===== src/rtl/node_tx_port_if.sv =====
// Link-side bundle for node_tx_port: the node-side push handshake plus the
// flit/enable/ack/rej wires of the node-to-node link.
interface node_tx_port_if #(
  parameter int FLIT_W = 32
) ();
  logic [FLIT_W-1:0] in_flit;
  logic              in_valid;
  logic              in_ready;
  logic [FLIT_W-1:0] flit;
  logic              enable;
  logic              ack;
  logic              rej;

  // Sender (the port itself)
  modport master (
    input  in_flit, in_valid, ack, rej,
    output in_ready, flit, enable
  );

  // Environment: node logic feeding flits and the receiver answering them
  modport slave (
    output in_flit, in_valid, ack, rej,
    input  in_ready, flit, enable
  );
endinterface


===== src/rtl/node_tx_port.sv =====
// Output-side sender for one node port. Locally produced flits are queued in
// a small circular FIFO; the head is offered on the link and retired on ack,
// or re-offered after a back-off on rej. Occupancy and a saturating reject
// counter are exposed for debug.
module node_tx_port #(
  parameter int FLIT_W     = 32,
  parameter int DEPTH      = 4,
  parameter int RETRY_WAIT = 3
) (
  input  logic                       clk,
  input  logic                       rst_n,
  node_tx_port_if.master             link,
  output logic [$clog2(DEPTH+1)-1:0] count,
  output logic [15:0]                rej_cnt
);

  localparam int CW = $clog2(DEPTH + 1);
  localparam int PW = $clog2(DEPTH);
  localparam logic [CW-1:0] FULL      = CW'(DEPTH);
  localparam logic [7:0]    WAIT_LOAD = (RETRY_WAIT == 0) ? 8'd0 : 8'(RETRY_WAIT - 1);

  typedef enum logic [1:0] {
    IDLE,
    SEND,
    BACKOFF
  } state_t;

  state_t            state, state_next;
  logic [FLIT_W-1:0] mem [DEPTH];
  logic [PW-1:0]     wr_ptr, rd_ptr;
  logic [CW-1:0]     count_q, count_next;
  logic [7:0]        wait_cnt, wait_next;
  logic [FLIT_W-1:0] last_flit;
  logic [15:0]       rej_cnt_q;
  logic              push, pop, reject;

  // in_ready comes only from the registered occupancy, so a pop does not
  // open a slot until the following cycle.
  assign link.in_ready = (count_q != FULL);
  assign push          = link.in_valid && link.in_ready;
  assign pop           = (state == SEND) && link.ack;
  assign reject        = (state == SEND) && link.rej && !link.ack;

  assign link.enable = (state == SEND);
  assign link.flit   = (state == SEND) ? mem[rd_ptr] : last_flit;
  assign count       = count_q;
  assign rej_cnt     = rej_cnt_q;

  // Occupancy after this cycle's push/pop; both together cancel out.
  always_comb begin
    count_next = count_q;
    case ({push, pop})
      2'b10:   count_next = count_q + 1'b1;
      2'b01:   count_next = count_q - 1'b1;
      default: count_next = count_q;
    endcase
  end

  // Next-state logic; ack has priority over rej when both arrive together.
  always_comb begin
    state_next = state;
    wait_next  = wait_cnt;
    case (state)
      IDLE: begin
        if (count_next != '0) state_next = SEND;
      end
      SEND: begin
        if (link.ack) begin
          if (count_next == '0) state_next = IDLE;
        end else if (link.rej) begin
          if (RETRY_WAIT != 0) begin
            state_next = BACKOFF;
            wait_next  = WAIT_LOAD;
          end
        end
      end
      BACKOFF: begin
        if (wait_cnt == 8'd0) state_next = SEND;
        else                  wait_next  = wait_cnt - 8'd1;
      end
      default: state_next = IDLE;
    endcase
  end

  // State, pointers, occupancy and the debug reject counter.
  always_ff @(posedge clk) begin
    if (!rst_n) begin
      state     <= IDLE;
      wait_cnt  <= 8'd0;
      wr_ptr    <= '0;
      rd_ptr    <= '0;
      count_q   <= '0;
      rej_cnt_q <= 16'd0;
    end else begin
      state    <= state_next;
      wait_cnt <= wait_next;
      count_q  <= count_next;
      if (push) wr_ptr <= wr_ptr + 1'b1;
      if (pop)  rd_ptr <= rd_ptr + 1'b1;
      if (reject && rej_cnt_q != 16'hFFFF) rej_cnt_q <= rej_cnt_q + 16'd1;
    end
  end

  // Remember the flit being offered so the link wires hold it while idle.
  always_ff @(posedge clk) begin
    if (!rst_n)              last_flit <= '0;
    else if (state == SEND)  last_flit <= mem[rd_ptr];
  end

  // FIFO storage needs no reset; only occupied entries are ever read.
  always_ff @(posedge clk) begin
    if (push) mem[wr_ptr] <= link.in_flit;
  end

endmodule


===== src/flat_wrapper.sv =====
// flat-port wrapper written by rule: the top's interface ports become plain ports
module node_tx_port_flat 
#(
  parameter int FLIT_W     = 32,
  parameter int DEPTH      = 4,
  parameter int RETRY_WAIT = 3
)
  (clk, rst_n, count, rej_cnt, link_in_flit, link_in_valid, link_ack, link_rej, link_in_ready, link_flit, link_enable);
  node_tx_port_if #(.FLIT_W(FLIT_W)) link_i ();
  input  logic clk;
  input  logic rst_n;
  output logic [$clog2(DEPTH+1)-1:0] count;
  output logic [15:0] rej_cnt;
  input wire logic [$bits(link_i.in_flit)-1:0] link_in_flit;
  input wire logic [$bits(link_i.in_valid)-1:0] link_in_valid;
  input wire logic [$bits(link_i.ack)-1:0] link_ack;
  input wire logic [$bits(link_i.rej)-1:0] link_rej;
  output wire logic [$bits(link_i.in_ready)-1:0] link_in_ready;
  output wire logic [$bits(link_i.flit)-1:0] link_flit;
  output wire logic [$bits(link_i.enable)-1:0] link_enable;
  assign link_i.in_flit = link_in_flit;
  assign link_i.in_valid = link_in_valid;
  assign link_i.ack = link_ack;
  assign link_i.rej = link_rej;
  assign link_in_ready = link_i.in_ready;
  assign link_flit = link_i.flit;
  assign link_enable = link_i.enable;
  node_tx_port #(.FLIT_W(FLIT_W), .DEPTH(DEPTH), .RETRY_WAIT(RETRY_WAIT)) u_core (.clk(clk), .rst_n(rst_n), .link(link_i), .count(count), .rej_cnt(rej_cnt));
endmodule

===== config.mk =====
export PLATFORM = sky130hd
export DESIGN_NAME = node_tx_port_flat
export DESIGN_NICKNAME = d
export VERILOG_FILES = /design/src/rtl/node_tx_port_if.sv /design/src/rtl/node_tx_port.sv /design/src/flat_wrapper.sv
export SDC_FILE = /design/constraint.sdc
export NUM_CORES = 1
export LEC_CHECK = 0
export BUFFER_PORTS_ARGS = -buffer_cell sky130_fd_sc_hd__buf_4
export CORE_ASPECT_RATIO = 1.25
export CORE_MARGIN = 2
export CORE_UTILIZATION = 60
export CTS_BUF_LIST = sky130_fd_sc_hd__clkbuf_8
export CTS_CLUSTER_DIAMETER = 120
export DETAILED_ROUTE_END_ITERATION = 16
export PLACE_DENSITY = 0.86
export SKIP_CTS_REPAIR_TIMING = 1
export SLEW_MARGIN = 5
export SYNTH_ARGS = -nofsm -noshare
export SYNTH_HDL_FRONTEND = slang
export SYNTH_SLANG_ARGS = --single-unit

===== constraint.sdc =====
create_clock -name clk -period 4.15 [get_ports clk]
set_input_delay 0.2075 -clock clk [delete_from_list [all_inputs] [get_ports clk]]
set_output_delay 0.2075 -clock clk [all_outputs]
set_load 0.005 [all_outputs]

==> flow_summary.toml, run 1 <==
[run_status]
status = "complete, no violations"

[synth]
synth_edf_count = 128
syn_area_mm2 = 0.00768
synth_seq_cells = 195
avgSynthCellArea_um2 = 15.9
ys.flop_type = "edfxtp_1"
synth.distinct_cells = 51
synth_top_cell_area_share = 0.500
ys.warnings.count = 0
synth.top_cells.by_area = "edfxtp_1 50%, dfxtp_1 17%, mux4_2 9.4%"
syn_inst = 482
syn-num-nets = 528
ys_async_sr_fraction = 0
ys_seq_area_frac = 0.675
yosysTopAreaCell = "edfxtp_1"

[die]
die_x_um = 105
fp.dieArea_mm2 = 0.0137
ioPinCount = 90
rows = 46
die_h_um = 131
start_util = 0.609
core_area_mm2 = 0.0126

[grt]
grt_pass1_wl_mm = 22.7
grt_max_degree = 47
gr-total-overflow = 0
grt_pass1_vias = 4520
antenna_found_initial = 0
grt_usage = 0.221

[cells_and_area]
layout_common_cells = "128 x edfxtp_1, 91 x buf_4, 65 x dfxtp_1, 34 x and2_1"
layout_commonest_cell = "edfxtp_1"
area_growth_syn_to_layout_pct = 19.7
stdcell_count = 782
antenna_cells = 0
fin_nets = 647
nFillCells = 772
postLayoutCellArea_mm2 = 0.00920
drive_above_1_share = 0.318
fin_util = 0.730

[power_and_ir_drop]
pwr-share-comb = 0.270
leakagePower_nw = 3.33
sequentialPowerShare = 0.497
ir_drop_v = 0.000388
swShare = 0.276
p_int_mw = 3.62
power.switching_mw = 1.38
p_clk_frac = 0.233
powerDensity_mw_per_mm2 = 543

[clock_tree]
cts_buffers = 17
clk_pin_slew_worst_paths_ns = 0.09
worst_skew_pair.late_latency_ns = 0.47
clock_path_buffers = 2
cts_max_level = 4
cts-root-buf = "clkbuf_8"
cts.sinks = 195
cts_tree = "built"

[drt]
antenna_left = 0
via_per_inst = 5.91
via_count = 4619
wire_per_inst_um = 19.1
drcViolationCount = 0
wirelength_mm = 14.9
dr.pass1.iters = 5
drt_iter0_markers = 304

[timing]
maxSlewViolCount = 0
worstMarginPinSlew_ns = 1.05
slew_headroom = 0.302
worst_clock_skew_ns = 0.0118
rsz0062_at_grt = "no"
layout_setup_ws_ns = 1.16
hold_violations = 0
tns_ns = 0
finalCriticalPeriod_ns = 2.99
finalCritPeriodShare = 0.720
max_freq_ghz = 0.335
setup_viol = 0

[critical_path]
end_kind = "output port"
cp.required_ns = 3.94
worstSetupPathType = "flip-flop to output port"
arrival_ns = 2.78
worstSetupStartpointType = "flip-flop"
cp_max_fo = 28

[worst_hold_path]
worstHoldPathType = "primary input to flip-flop"

[flow_run]
maxCapViolations = 0

[place]
post-place-ws_ns = 1.30
dp_hpwl_mm = 8.93
place_area_mm2 = 0.00850
numPortBuffers = 89
gp_congestion = 0.802
dp_cells = 718
==> synthesized netlist by cell type, types with 4 or more instances <==
| master | number |
|---|---|
| a21oi_1 | 14 |
| and2_1 | 34 |
| and3_1 | 6 |
| buf_2 | 5 |
| clkbuf_1 | 17 |
| dfxtp_1 | 67 |
| edfxtp_1 | 128 |
| ha_1 | 8 |
| inv_1 | 7 |
| mux2_2 | 32 |
| mux2i_1 | 10 |
| mux4_2 | 32 |
| nand2_1 | 21 |
| nand2b_1 | 5 |
| nand3_1 | 9 |
| nand4_1 | 7 |
| nor2_1 | 11 |
| nor3_1 | 5 |
| nor4_1 | 4 |
| o21ai_0 | 7 |
| or3_1 | 11 |
| or4_1 | 4 |
| xnor2_1 | 4 |
==> power groups by stage <==
stage / sequential (mW) / clock [mW] / combinational, mW
after floorplan: 2.43 / 0 / 0.854
after global placement: 2.51 / 0 / 1.28
after detailed placement: 2.53 / 0 / 1.32
after CTS: 2.49 / 1.18 / 1.33
after global routing: 2.52 / 1.25 / 1.45
final: 2.48 / 1.16 / 1.35
==> worst max-delay path: stages (launching register included) <==
cell and delay, ns:
dfxtp_2 1.03, buf_4 0.32, mux4_2 0.51, mux2_2 0.30, buf_4 0.14
==> cells by family after synthesis <==
group / synth area share
AO/OA/AOI/OAI: 0.0376
multiplexers: 0.154
XOR/XNOR: 0.00684
adder cells (fa/ha/maj): 0.0156
flip-flops: 0.675
AND/OR/NAND/NOR: 0.0953
buffers and inverters: 0.0160
==> final cells by class <==
cell class              instances  area (um^2)  share of cell area
clock inverters                15          140              0.0152
well taps                     168          210              0.0229
clock buffers                  17          234              0.0254
multi-input cells             256         2390               0.260
flip-flops and latches        195         5190               0.564
inverters                       8         30.0             0.00326
repair buffers                123         1000               0.109
==> registers in the layout (all words and copies together) (netlist names), named ones only <==
name / cells
u_core.mem: 128
u_core.count: 3
u_core.wait_cnt: 8
u_core.state: 2
u_core.rej_cnt: 16
u_core.rd_ptr: 2
u_core.last_flit: 32
u_core.wr_ptr: 2
==> per-layer routing <==
metal  routed length (um)  global-route usage  up-vias
met4                  351               0.104        0
met2                 7980               0.400      143
li1                     -                   -     2099
met1                 5970               0.249     2346
met5                    0                   0        -
met3                  630              0.0506       31
==> path summary, 6_finish.rpt <==
| kind | slack (ns) | start | depth (start not counted) | endpoint |
|---|---|---|---|---|
| hold / removal | 0.06 | link_rej | 4 | u_core.state[0] |
| setup / recovery | 1.16 | flip-flop | 4 | link_flit[21] |
| setup reg to reg | 1.25 | u_core.count[2] | 8 | u_core.state[0] |
| hold reg to reg | 0.49 | u_core.wait_cnt[5] | 2 | u_core.wait_cnt[5] |
==> stage by stage <==
step           power, mW  hold WS (ns)
3_5_place_dp        3.85         0.410
5_1_grt             5.22        0.0685
4_1_cts             4.99       -0.0889
6_report            4.99        0.0571
3_3_place_gp        3.79         0.406
2_1_floorplan       3.29         0.306
No activity file was read; power rests on OpenSTA's default activity.
==> run 2: changes to the inputs <==
- ABC_AREA: not set -> 1
- CORE_UTILIZATION: 60 -> 61
- PLACE_DENSITY: 0.86 -> 0.87
- clock period: 4.15 -> 2.9 ns (I/O delays scaled with it)
==> run 2 against run 1 <==
- non-clock buffer count grew 12
- combinational power up 53%
- sequential share of layout area fell by 2.7 points
- global-route usage grew 1.5 points
- largest cell class unchanged
- largest power group unchanged
- via count is 30% higher
- clock power grew 35%
- synthesized cell count increased by 71%
- highest routed layer unchanged
==> flow_summary.toml, run 2 <==
[synth]
synth-compound-area-share = 0.111
ys.flop_type = "edfxtp_1"
ys.warnings.count = 0
syn_area_mm2 = 0.00813
synthMuxAreaShare = 0
ys_seq_area_frac = 0.638
synth_edf_count = 128
syn-num-nets = 870
avgSynthCellArea_um2 = 9.86
yosysTopAreaCell = "edfxtp_1"
synth.top_cells.by_area = "edfxtp_1 47%, dfxtp_1 17%, nand2_1 8.6%"
synth_top_cell_area_share = 0.473
ys_async_sr_fraction = 0
synth_seq_cells = 195
syn_inst = 824
yosysMostFrequentCell = "nand2_1"
yosys.area_share.simple = 0.188
synth-adder-area-share = 0.0148
synth_top_family_by_area = "simple AND/OR/NAND/NOR gates"
synth.distinct_cells = 33
yosys-top-cells-count = "186 x nand2_1, 140 x nor2_1, 128 x edfxtp_1"
synth-xor-area-share = 0.0119

[power_and_ir_drop]
p_total_mw = 7.03
leakagePower_nw = 3.80
ir_drop_v = 0.000764
powerDensity_mw_per_mm2 = 728

[grt]
grt_max_degree = 65
grt_usage = 0.235
gr-total-overflow = 0
antenna_found_initial = 0
grt_pass1_vias = 5621
grt_pass1_wl_mm = 26.4

[timing]
finalCritPeriodShare = 0.836
maxSlewViolCount = 0
tns_ns = 0
slew_headroom = 0.303
max_freq_ghz = 0.412
finalCriticalPeriod_ns = 2.43
setup_viol = 0
worstMarginPinSlew_ns = 1.04
rsz0062_at_grt = "no"
worst_clock_skew_ns = 0.0104
hold_violations = 0
whs_ns = 0.151

[drt]
wire_per_inst_um = 15.0
wirelength_mm = 16.9
via_count = 6004
drcViolationCount = 0
via_per_inst = 5.33
drt_iter0_markers = 365
dr.pass1.iters = 5
antenna_left = 0

[worst_hold_path]
worstHoldPathType = "primary input to flip-flop"

[clock_tree]
cts-root-buf = "clkbuf_8"
cts_buffers = 17
worst_skew_pair.late_latency_ns = 0.44
clock_path_buffers = 2
cts_tree = "built"
clk_pin_slew_worst_paths_ns = 0.09
cts_max_level = 4
cts.sinks = 195

[die]
die_h_um = 133
fp.dieArea_mm2 = 0.0143
ioPinCount = 90
core_area_mm2 = 0.0131
start_util = 0.620
rows = 47
die_x_um = 107

[place]
place_area_mm2 = 0.00898
dp_hpwl_mm = 10.1
gp_congestion = 0.852
numPortBuffers = 89

[cells_and_area]
drive_above_1_share = 0.187
postLayoutCellArea_mm2 = 0.00966
fin_nets = 989
ff_latch_area_mm2 = 0.00519
area_growth_syn_to_layout_pct = 18.9
antenna_cells = 0
multi_input_area_mm2 = 0.00268
nFillCells = 910
layout_common_cells = "186 x nand2_1, 136 x nor2_1, 128 x edfxtp_1, 102 x buf_4, 83 x o21ai_0"
layout_commonest_cell = "nand2_1"
registers.top_by_ff_count = "u_core.mem"
largest_reg_flops = 128
fin_util = 0.737

[critical_path]
cp.required_ns = 2.76
cp_max_fo = 64
arrival_ns = 2.28
end_kind = "output port"
worstSetupPathType = "flip-flop to output port"
worstSetupStartpointType = "flip-flop"

[flow_run]
maxCapViolations = 0

[run_status]
status = "complete, no violations"
[run 2: cell families (layout without fill, tap and decap cells)]
logic type      count (synthesis)  after routing
xor+xnor                       11             11
flops                         195            195
compound gates                167            167
buf+inv                        72            204
fa+ha+maj                       9              9
simple gates                  370            370
[run 2: layer usage]
layer / GRT usage / wire length (um) / vias up
li1: - / - / 2989
met5: 0 / 0 / -
met1: 0.279 / 6820 / 2826
met4: 0.0613 / 214 / 0
met3: 0.0586 / 856 / 15
met2: 0.424 / 8980 / 174
[run 2: path summary, 6_finish.rpt]
kind | end | startpoint | slack [ns] | cells past startpoint
max | link_flit[1] | flip-flop | 0.47 | 6
min | u_core.wait_cnt[0] | link_ack | 0.15 | 5
max reg2reg | u_core.state[0] | u_core.count[0] | 0.72 | 14
min reg2reg | u_core.last_flit[27] | u_core.last_flit[27] | 0.48 | 2
[run 2: worst max-delay path, cell delays in order, from the launching register on]
cell	delay, ns
dfxtp_2	0.33
inv_2	0.74
o21ai_0	0.25
o21ai_0	0.16
nand2_1	0.10
nand2_1	0.12
buf_4	0.12
[run 2: stage by stage]
stage	cells	worst slack [ns]
5_1_grt	1127	0.266
6_report	1127	0.475
4_1_cts	1094	0.483
2_1_floorplan	824	0.386
3_5_place_dp	1062	0.737
3_3_place_gp	1062	0.809
[run 2: cell type report]
cell class                 instances  area share
inverter                          37      0.0144
clock inverter                    15      0.0120
multi-input combinational        557       0.277
clock buffer                      17      0.0242
sequential                       195       0.537
timing repair buffer             135       0.113
tap                              171      0.0221
[run 2: power by group]
part / internal [mW] / total [mW] / switching (mW)
Clock: 0.673 / 1.57 / 0.902
Sequential: 3.27 / 3.38 / 0.116
Combinational: 0.814 / 2.07 / 1.26
==> run 3: changes to the inputs <==
- ABC_AREA: 1 -> 0
- CORE_UTILIZATION: 61 -> 60
- PLACE_DENSITY: 0.87 -> 0.86
- clock period: 2.9 -> 2.4 ns (I/O delays scaled with it)
==> run 3 against run 2 <==
- total power rose by 25%
- wire length down 11%
- die area fell by 3.8%
- clock power grew 31%
- sequential share of layout area rose by 1.8 points
- sequential cell count unchanged
- utilization rose by 0.48 points
- sequential power grew 24%
- hold slack lost 0.058 ns
- critical path type is now flip-flop to flip-flop
==> flow_summary.toml, run 3 (synthesized netlist as in run 1, its figures left out) <==
[timing]
setup_viol = 0
finalCritPeriodShare = 0.973
slew_headroom = 0.396
rsz0062_at_grt = "no"
max_freq_ghz = 0.428
finalCriticalPeriod_ns = 2.33
tns_ns = 0
worstMarginPinSlew_ns = 0.906
maxSlewViolCount = 0
worst_clock_skew_ns = 0.0149
hold_violations = 0

[drt]
wire_per_inst_um = 19.0
drcViolationCount = 0
dr.pass1.iters = 5
via_per_inst = 5.75
drt_iter0_markers = 294
via_count = 4567
wirelength_mm = 15.1
antenna_left = 0

[power_and_ir_drop]
p_clk_frac = 0.235
powerDensity_mw_per_mm2 = 937
p_total_mw = 8.76
sequentialPowerShare = 0.477
power.switching_mw = 2.49
p_int_mw = 6.27
ir_drop_v = 0.000556
pwr-share-comb = 0.288
leakagePower_nw = 3.41
swShare = 0.284

[die]
rows = 46
start_util = 0.609
fp.dieArea_mm2 = 0.0137
ioPinCount = 90
die_h_um = 131
die_x_um = 105
core_area_mm2 = 0.0126

[grt]
gr-total-overflow = 0
grt_pass1_vias = 4523
grt_max_degree = 46
grt_pass1_wl_mm = 22.6
antenna_found_initial = 0
grt_usage = 0.218

[clock_tree]
cts_tree = "built"
clock_path_buffers = 2
cts_max_level = 4
cts_buffers = 17
clk_pin_slew_worst_paths_ns = 0.10
cts-root-buf = "clkbuf_8"
cts.sinks = 195
worst_skew_pair.late_latency_ns = 0.46

[cells_and_area]
fin_nets = 659
antenna_cells = 0
nFillCells = 737
ff_latch_area_mm2 = 0.00519
registers.top_by_ff_count = "u_core.mem"
layout_commonest_cell = "edfxtp_1"
largest_reg_flops = 128
layout_common_cells = "128 x edfxtp_1, 100 x buf_4, 63 x dfxtp_1, 33 x dlygate4sd3_1"
area_growth_syn_to_layout_pct = 21.7
drive_above_1_share = 0.345
stdcell_count = 794
multi_input_area_mm2 = 0.00242

[run_status]
status = "complete, no violations"

[place]
dp_cells = 729
gp_congestion = 0.831
numPortBuffers = 89
dp_hpwl_mm = 9.07

[critical_path]
arrival_ns = 2.67
cp.required_ns = 2.74
end_kind = "flip-flop"
worstSetupPathType = "flip-flop to flip-flop"
cp_max_fo = 3
worstSetupStartpointType = "flip-flop"

[worst_hold_path]
worstHoldPathType = "primary input to flip-flop"

[flow_run]
maxCapViolations = 0
-- run 3: changes by cell type in the layout (fill, tap and decap cells not counted), sizes merged, moves of 32 or more --
cell	change
mux4	+32
and2	+34
nand2	-181
a21oi	-47
o21ai	-97
nor2	-134
mux2	+32
-- run 3: cell type report --
type                            count  area share
Clock inverter                     15      0.0157
Inverter                            8     0.00321
Timing Repair Buffer              135       0.120
Clock buffer                       17      0.0250
Multi-Input combinational cell    256       0.258
Tap cell                          168      0.0225
Sequential cell                   195       0.555
-- run 3: routing by layer --
| layer | global-route usage | share of wire | vias to the layer above |
|---|---|---|---|
| met5 | 0 | 0 | - |
| li1 | - | - | 2119 |
| met3 | 0.0506 | 0.050 | 15 |
| met4 | 0.0816 | 0.0099 | 0 |
| met2 | 0.396 | 0.54 | 147 |
| met1 | 0.255 | 0.40 | 2286 |
-- run 3: path summary, 6_finish.rpt --
check	cells after the start	startpoint	slack, ns	endpoint
setup reg to reg	8	u_core.count[1]	0.07	u_core.state[0]
hold / removal	4	link_in_valid	0.09	u_core.wr_ptr[0]
hold reg to reg	2	u_core.wait_cnt[5]	0.48	u_core.wait_cnt[5]
setup / recovery	8	u_core.count[1]	0.07	u_core.state[0]
-- run 3: power by group through the flow --
stage | Sequential [mW] | Combinational [mW] | Clock [mW]
6_report | 4.18 | 2.52 | 2.06
5_1_grt | 4.22 | 2.74 | 2.19
4_1_cts | 4.18 | 2.50 | 2.08
3_5_place_dp | 4.25 | 2.49 | 0
3_3_place_gp | 4.22 | 2.43 | 0
2_1_floorplan | 4.21 | 1.54 | 0
-- run 3: worst max-delay path, cell delays in order (launching register included) --
cell and delay (ns):
dfxtp_2 0.33, or3b_4 0.39, and2_4 0.18, inv_2 0.07, ha_4 0.14, fa_1 0.43, or4b_4 0.49, nor3_2 0.12
a2111oi_1 0.07
-- run 3: stage by stage --
stage          utilization  worst slack [ns]  hold slack [ns]  cell area [um^2]
2_1_floorplan            -          0.000587            0.219              7730
3_3_place_gp         0.685            0.0986            0.317              8640
3_5_place_dp         0.685            0.0374            0.321              8640
4_1_cts              0.715            0.0279           -0.164              9020
5_1_grt              0.742           0.00188            0.103              9350
6_report             0.742            0.0651           0.0932              9350
